$ cat src/rtl/control_fsm_param.sv
// control_fsm_param: parametrised multi-cycle controller for the 16-bit datapath.
// Decodes opCode1/opCode2, sequences fetch/decode/execute/write-back strobes,
// flags undefined opcodes and counts retired instructions.
// Optional feature macro: CTRL_STALL_EN (adds the stall port that freezes the FSM).
module control_fsm_param #(
  parameter int FETCH_LAT = 1,
  parameter int LOAD_LAT  = 2,
  parameter int CNT_W     = 16
) (
  input  logic             clk,
  input  logic             reset,
  input  logic [3:0]       opCode1,
  input  logic [3:0]       opCode2,
  input  logic [3:0]       conditionCode,
  input  logic [3:0]       shiftAmtIn,
  input  logic [7:0]       PSR,
`ifdef CTRL_STALL_EN
  input  logic             stall,
`endif
  output logic             storeReg,
  output logic             JmpEN,
  output logic             BranchEN,
  output logic             JALEN,
  output logic             PCEN,
  output logic             resultEN,
  output logic             immediateRegEN,
  output logic             wren_a,
  output logic             wren_b,
  output logic             nextInstruction,
  output logic             PSREN,
  output logic             regWriteEN,
  output logic             PCinstruction,
  output logic             zeroExtend,
  output logic             SrcB,
  output logic             updateAddress,
  output logic             writeData,
  output logic [3:0]       shifterControl,
  output logic [3:0]       ALUcontrol,
  output logic [1:0]       result,
  output logic [3:0]       shiftAmtOut,
  output logic             illegal,
  output logic             retire,
  output logic [CNT_W-1:0] retired_count
);

  typedef enum logic [4:0] {
    S_FETCH, S_FWAIT, S_DECODE, S_MEMADR, S_LBRD, S_LBWR, S_SBWR,
    S_RTYPEEX, S_RTYPEWR, S_ITYPEEX, S_ITYPEWR, S_SHIFTEX, S_SHIFTWR,
    S_BCONDEX, S_JALEX, S_JALWR, S_JCONDEX
  } state_t;

  localparam logic [3:0] FLAT_C = 4'(FETCH_LAT);
  localparam logic [3:0] LLAT_C = 4'(LOAD_LAT);

  state_t           state_r, state_next_s;
  logic [3:0]       wcnt_r, wcnt_next_s;
  logic [CNT_W-1:0] count_r;
  logic             freeze_s, active_s;
  logic             illegal_op1_s, illegal_op2_s, ze_op1_s, pass_s;
  logic             unused_psr_s;

  // Branch/jump condition evaluated against the PSR flags.
  function automatic logic cond_pass(input logic [3:0] cc, input logic [7:0] psr);
    logic z, c, n, f, l;
    z = psr[4]; c = psr[3]; n = psr[2]; f = psr[1]; l = psr[0];
    case (cc)
      4'h0: cond_pass = z;
      4'h1: cond_pass = ~z;
      4'h2: cond_pass = c;
      4'h3: cond_pass = ~c;
      4'h4: cond_pass = l;
      4'h5: cond_pass = ~l;
      4'h6: cond_pass = f;
      4'h7: cond_pass = ~f;
      4'h8: cond_pass = n;
      4'h9: cond_pass = ~n;
      4'ha: cond_pass = ~z & ~l;
      4'hb: cond_pass = z | l;
      4'hc: cond_pass = ~f & ~z;
      4'hd: cond_pass = z | f;
      4'he: cond_pass = 1'b1;
      default: cond_pass = 1'b0;
    endcase
  endfunction

`ifdef CTRL_STALL_EN
  assign freeze_s = stall;
`else
  assign freeze_s = 1'b0;
`endif

  assign active_s      = reset & ~freeze_s;
  assign illegal_op1_s = (opCode1 == 4'h6) | (opCode1 == 4'h7) |
                         (opCode1 == 4'ha) | (opCode1 == 4'he);
  assign illegal_op2_s = ~((opCode2 == 4'h0) | (opCode2 == 4'h4) |
                           (opCode2 == 4'h8) | (opCode2 == 4'hc));
  assign ze_op1_s      = (opCode1 == 4'h1) | (opCode1 == 4'h2) |
                         (opCode1 == 4'h3) | (opCode1 == 4'hd);
  assign pass_s        = cond_pass(conditionCode, PSR);
  assign unused_psr_s  = ^PSR[7:5];
  assign shiftAmtOut   = shiftAmtIn;
  assign retired_count = count_r;

  // State, wait counter and retired counter; stall holds everything, reset wins.
  always_ff @(posedge clk) begin
    if (!reset) begin
      state_r <= S_FETCH;
      wcnt_r  <= 4'd0;
      count_r <= '0;
    end else if (freeze_s) begin
      state_r <= state_r;
      wcnt_r  <= wcnt_r;
      count_r <= count_r;
    end else begin
      state_r <= state_next_s;
      wcnt_r  <= wcnt_next_s;
      if (state_next_s == S_FETCH) begin
        count_r <= count_r + CNT_W'(1);
      end else begin
        count_r <= count_r;
      end
    end
  end

  // Next-state decode and wait-counter sequencing.
  always_comb begin
    state_next_s = S_FETCH;
    case (state_r)
      S_FETCH:   state_next_s = S_FWAIT;
      S_FWAIT:   state_next_s = (wcnt_r == FLAT_C) ? S_DECODE : S_FWAIT;
      S_DECODE: begin
        case (opCode1)
          4'h0:                      state_next_s = S_RTYPEEX;
          4'h4:                      state_next_s = S_MEMADR;
          4'h8, 4'hf:                state_next_s = S_SHIFTEX;
          4'h1, 4'h2, 4'h3, 4'h5,
          4'h9, 4'hb, 4'hd:          state_next_s = S_ITYPEEX;
          4'hc:                      state_next_s = S_BCONDEX;
          default:                   state_next_s = S_FETCH;
        endcase
      end
      S_MEMADR: begin
        case (opCode2)
          4'h0:    state_next_s = S_LBRD;
          4'h4:    state_next_s = S_SBWR;
          4'h8:    state_next_s = S_JALEX;
          4'hc:    state_next_s = S_JCONDEX;
          default: state_next_s = S_FETCH;
        endcase
      end
      S_LBRD:    state_next_s = S_LBWR;
      S_LBWR:    state_next_s = (wcnt_r == LLAT_C) ? S_FETCH : S_LBWR;
      S_RTYPEEX: state_next_s = S_RTYPEWR;
      S_ITYPEEX: state_next_s = S_ITYPEWR;
      S_SHIFTEX: state_next_s = S_SHIFTWR;
      S_JALEX:   state_next_s = S_JALWR;
      default:   state_next_s = S_FETCH;
    endcase

    // Wait counter starts at 1 on entry so a state with latency N lasts N cycles.
    if ((state_next_s == S_FWAIT || state_next_s == S_LBWR) && state_next_s != state_r) begin
      wcnt_next_s = 4'd1;
    end else if (state_next_s == state_r) begin
      wcnt_next_s = wcnt_r + 4'd1;
    end else begin
      wcnt_next_s = 4'd0;
    end
  end

  // Per-state strobes and selects; everything held at defaults in reset or stall.
  always_comb begin
    storeReg = 1'b0; JmpEN = 1'b0; BranchEN = 1'b0; JALEN = 1'b0;
    PCEN = 1'b0; resultEN = 1'b0; immediateRegEN = 1'b0; wren_a = 1'b0;
    wren_b = 1'b0; nextInstruction = 1'b0; PSREN = 1'b0; regWriteEN = 1'b0;
    PCinstruction = 1'b0; zeroExtend = 1'b1; SrcB = 1'b1; updateAddress = 1'b1;
    writeData = 1'b1; shifterControl = 4'h0; ALUcontrol = 4'h5; result = 2'h1;
    illegal = 1'b0; retire = 1'b0;
    if (active_s) begin
      retire = (state_next_s == S_FETCH);
      case (state_r)
        S_FETCH: begin
          nextInstruction = 1'b1; PCinstruction = 1'b1; PCEN = 1'b1;
        end
        S_FWAIT:  nextInstruction = 1'b1;
        S_DECODE: begin
          SrcB = 1'b0; immediateRegEN = 1'b1;
          zeroExtend = opCode2[3] & ze_op1_s;
          illegal = illegal_op1_s;
        end
        S_MEMADR: illegal = illegal_op2_s;
        S_LBRD:   updateAddress = 1'b0;
        S_LBWR: begin
          writeData = 1'b0; regWriteEN = 1'b1;
        end
        S_SBWR: begin
          storeReg = 1'b1; updateAddress = 1'b0; wren_a = 1'b1;
        end
        S_RTYPEEX: begin
          ALUcontrol = opCode2;
          PSREN = (opCode2 != 4'h0); resultEN = (opCode2 != 4'h0);
        end
        S_RTYPEWR: regWriteEN = (opCode2 != 4'h0) && (opCode2 != 4'hb);
        S_ITYPEEX: begin
          ALUcontrol = opCode1; SrcB = 1'b0; PSREN = 1'b1; resultEN = 1'b1;
        end
        S_ITYPEWR: regWriteEN = (opCode1 != 4'hb);
        S_SHIFTEX: begin
          result = 2'h0; resultEN = 1'b1;
          if (opCode1 == 4'hf) begin
            SrcB = 1'b0; shifterControl = opCode1;
          end else begin
            SrcB = (opCode2 == 4'h4); shifterControl = opCode2;
          end
        end
        S_SHIFTWR: regWriteEN = 1'b1;
        S_BCONDEX: begin
          BranchEN = pass_s; PCinstruction = 1'b1; PCEN = 1'b1;
          SrcB = 1'b0; zeroExtend = 1'b0;
        end
        S_JALEX: begin
          JALEN = 1'b1; PCinstruction = 1'b1; PCEN = 1'b1;
          result = 2'h3; resultEN = 1'b1;
        end
        S_JALWR:   regWriteEN = 1'b1;
        S_JCONDEX: begin
          JmpEN = pass_s; PCinstruction = 1'b1; PCEN = 1'b1;
        end
        default:   illegal = 1'b0;
      endcase
    end else begin
      retire = 1'b0;
    end
  end

endmodule

$ cat config.mk
export PLATFORM = sky130hd
export DESIGN_NAME = control_fsm_param
export DESIGN_NICKNAME = d
export VERILOG_FILES = /design/src/rtl/control_fsm_param.sv
export SDC_FILE = /design/constraint.sdc
export NUM_CORES = 1
export LEC_CHECK = 0
export BUFFER_PORTS_ARGS = -buffer_cell sky130_fd_sc_hd__buf_2
export CAP_MARGIN = 20
export CORE_AREA = 2 2 72 74
export DETAILED_ROUTE_END_ITERATION = 12
export DIE_AREA = 0 0 74 76
export PLACE_DENSITY_LB_ADDON = 0.25
export SYNTH_ARGS = -nofsm -noshare
export SYNTH_HDL_FRONTEND = slang
export SYNTH_SLANG_ARGS = --single-unit
$ cat constraint.sdc
create_clock -name clk -period 2.2 [get_ports clk]
set_input_delay 0.33 -clock clk [delete_from_list [all_inputs] [get_ports clk]]
set_output_delay 0.33 -clock clk [all_outputs]
set_load 0.01 [all_outputs]
==> impl_metrics.yaml <==
logic_synthesis:
  synth.distinct_cells: 48
  yosysSeqAreaShare_pct: 24.0
  ys.warnings.count: 0
  ys_ff_latch: 25
  yosysTopAreaCell: "dfxtp_1"
  synthesis.nets: 319
  postSynthCellCount: 289
  syn-mean-instance-area_um2: 7.23
  synth_top_flop_cell: "dfxtp_1"
  synth_top_area_share_pct: 24.0
  synth.most_common_cell: "nor2_1"
  yosys-top-cells-count: "nor2_1, dfxtp_1, nand2_1"
  syn_area_mm2: 0.00209
  async_reset_ff_share_pct: 0
  synth-edff-count: 0
  yosys-top-cells-area: "dfxtp_1, nor2_1, nand2_1"
run_status:
  violations: "setup timing"
  outcome: "finished, violations left"
final_layout:
  syn_to_final_growth_pct: 48.3
  nNetsFinal: 417
  diodes: 0
  fin_util_pct: 63.1
  fin_area_mm2: 0.00310
  drive_gt1_share_pct: 43.5
clocking:
  clock_latency_ps: 280
  cts_tree: "done"
  cts-root-buf: "clkbuf_8"
  clockBufferDepth: 2
  holdBufCountCts: 0
  h-tree-depth: 1
  clkTransAtPathRegs_ps: 80
  clkSinkCount: 25
  cts_buffers: 3
place:
  port_buffers: 62
  dp_hpwl_um: 4490
  place_area_mm2: 0.00275
  preCtsSetupSlack_ps: -223
  gp_congestion: 0.899
sta:
  fmax_mhz: 389
  rsz0062_at_grt: "yes"
  fin_crit_ps: 2570
  period_share_pct: 117
  skew_ps: 13.9
  finalHoldViolCount: 0
  slew_violations: 0
  slew_headroom_pct: 64.5
  holdWs_ps: 413
  tightest_slew_ps: 531
  setup_viol: 18
  worst_slack_ps: -373
setup_path:
  critPathMaxFanout: 3
  start_kind: "register"
  required_ps: 1870
  crit_arrival_ps: 2240
  worstSetupPathType: "reg -> out"
  setup.worst_path.end_class: "output port"
global_routing:
  grt_pass1_wl_um: 10200
  grt_max_degree: 23
  grtUsageTotal_pct: 21.9
  grt_pass1_vias: 2276
  antenna_found_initial: 0
  grt-ovfl-total: 0
routing:
  wire_per_inst_um: 13.9
  wl_um: 6340
  num_vias: 2473
  drcViolationCount: 0
  firstDrtPassIters: 4
  final_antenna_net_count: 0
  drtIter0Drc: 123
  drt-vias-per-instance: 5.42
floorplanning:
  die_area_mm2: 0.00562
  core-area_mm2: 0.00491
  die_w_um: 74
  dieHeight_um: 76
  ios: 75
  rows: 26
  initial_utilization_pct: 42.5
job:
  cap_violations: 0
power_and_ir_drop:
  power.density_mw_per_mm2: 566
  ir_drop_mv: 0.348
  power.leakage_nw: 1.37
hold_path:
  hp-class: "in -> reg"
## per-layer routing
layer  up-vias  track usage, %  part of all wire [%]
li1       1217               -                     -
met1      1164            29.0                    41
met2        80            36.8                    51
met3        12            3.84                   6.0
met4         0            4.55                   1.7
met5         -               0                     0
## flip-flops by register name, summed over array words and instances (netlist names)
| register | cells |
|---|---|
| retired_count | 16 |
| state_r | 5 |
| wcnt_r | 4 |
## area by class of cell
| type | instances | area, um2 |
|---|---|---|
| Fill cell | 427 | 1810 |
| Multi-Input combinational cell | 228 | 1610 |
| Timing Repair Buffer | 121 | 805 |
| Sequential cell | 25 | 513 |
| Tap cell | 70 | 87.6 |
| Clock buffer | 3 | 41.3 |
| Inverter | 8 | 30.0 |
| Clock inverter | 1 | 7.51 |
## placed cells by master (no fill, tap or decap), drive strengths merged, types with 6 or more instances in the layout
| cell | Yosys | layout |
|---|---|---|
| o21ai | 17 | 17 |
| nor3b | 6 | 6 |
| inv | 8 | 8 |
| nand3 | 11 | 11 |
| nor3 | 10 | 10 |
| xor2 | 6 | 6 |
| nand4b | 6 | 6 |
| mux2i | 9 | 9 |
| nor2b | 6 | 6 |
| nand2 | 25 | 25 |
| dfxtp | 25 | 25 |
| a21oi | 12 | 12 |
| buf | 17 | 121 |
| or3 | 7 | 7 |
| nand2b | 15 | 15 |
| nor2 | 33 | 33 |
## critical path, stage by stage (launching register included)
cell and delay [ps]:
dfxtp_2 340, inv_2 60, ha_4 110, or3b_4 370, nor3b_4 160, a221o_1 280
or4_4 460, nor2_4 100, buf_6 100
## path summary, 6_finish.rpt
kind	startpoint	to	slack [ps]	depth (start not counted)
setup reg to reg	wcnt_r[1]$_SDFF_PP0_	retired_count[4]$_SDFFE_PN0N_	-310	10
hold reg to reg	retired_count[15]$_SDFFE_PN0N_	retired_count[15]$_SDFFE_PN0N_	490	2
hold / removal	opCode2[3]	state_r[4]$_SDFF_PN0_	410	3
setup / recovery	wcnt_r[1]$_SDFF_PP0_	retire	-370	8
## metrics by stage
stage               TNS (ps)  power, W  instances
finish                 -3430   0.00175        456
global route           -5070   0.00186        456
CTS                    -2440   0.00159        453
detailed placement     -2130   0.00120        444
global placement       -1770   0.00119        444
floorplan               -807  0.000937        289
## power by group
group / switching [W] / internal (W)
sequential: 0.0000501 / 0.000493
clock: 0.000155 / 0.000128
combinational: 0.000433 / 0.000494
## logic make-up (layout without fill, tap and decap cells)
kind of cell	after synthesis	count (layout)	synth area share [%]
mux	10	10	4.85
simple gates	148	148	38.6
flops	25	25	24.0
fa+ha+maj	4	4	2.40
compound gates	55	55	17.0
buf+inv	36	133	8.86
other cells	1	1	0.179
xor+xnor	10	10	4.19
## timing repair
action | in CTS | in global routing
gates cloned | 1 | 1
setup buffers | 4 | 5
pin swaps | 4 | 20
setup endpoints to repair | 23 | 25
resized for setup | 20 | 39
endpoints found under the hold margin | 0 | 0
Power figures use the tool's default switching activity.
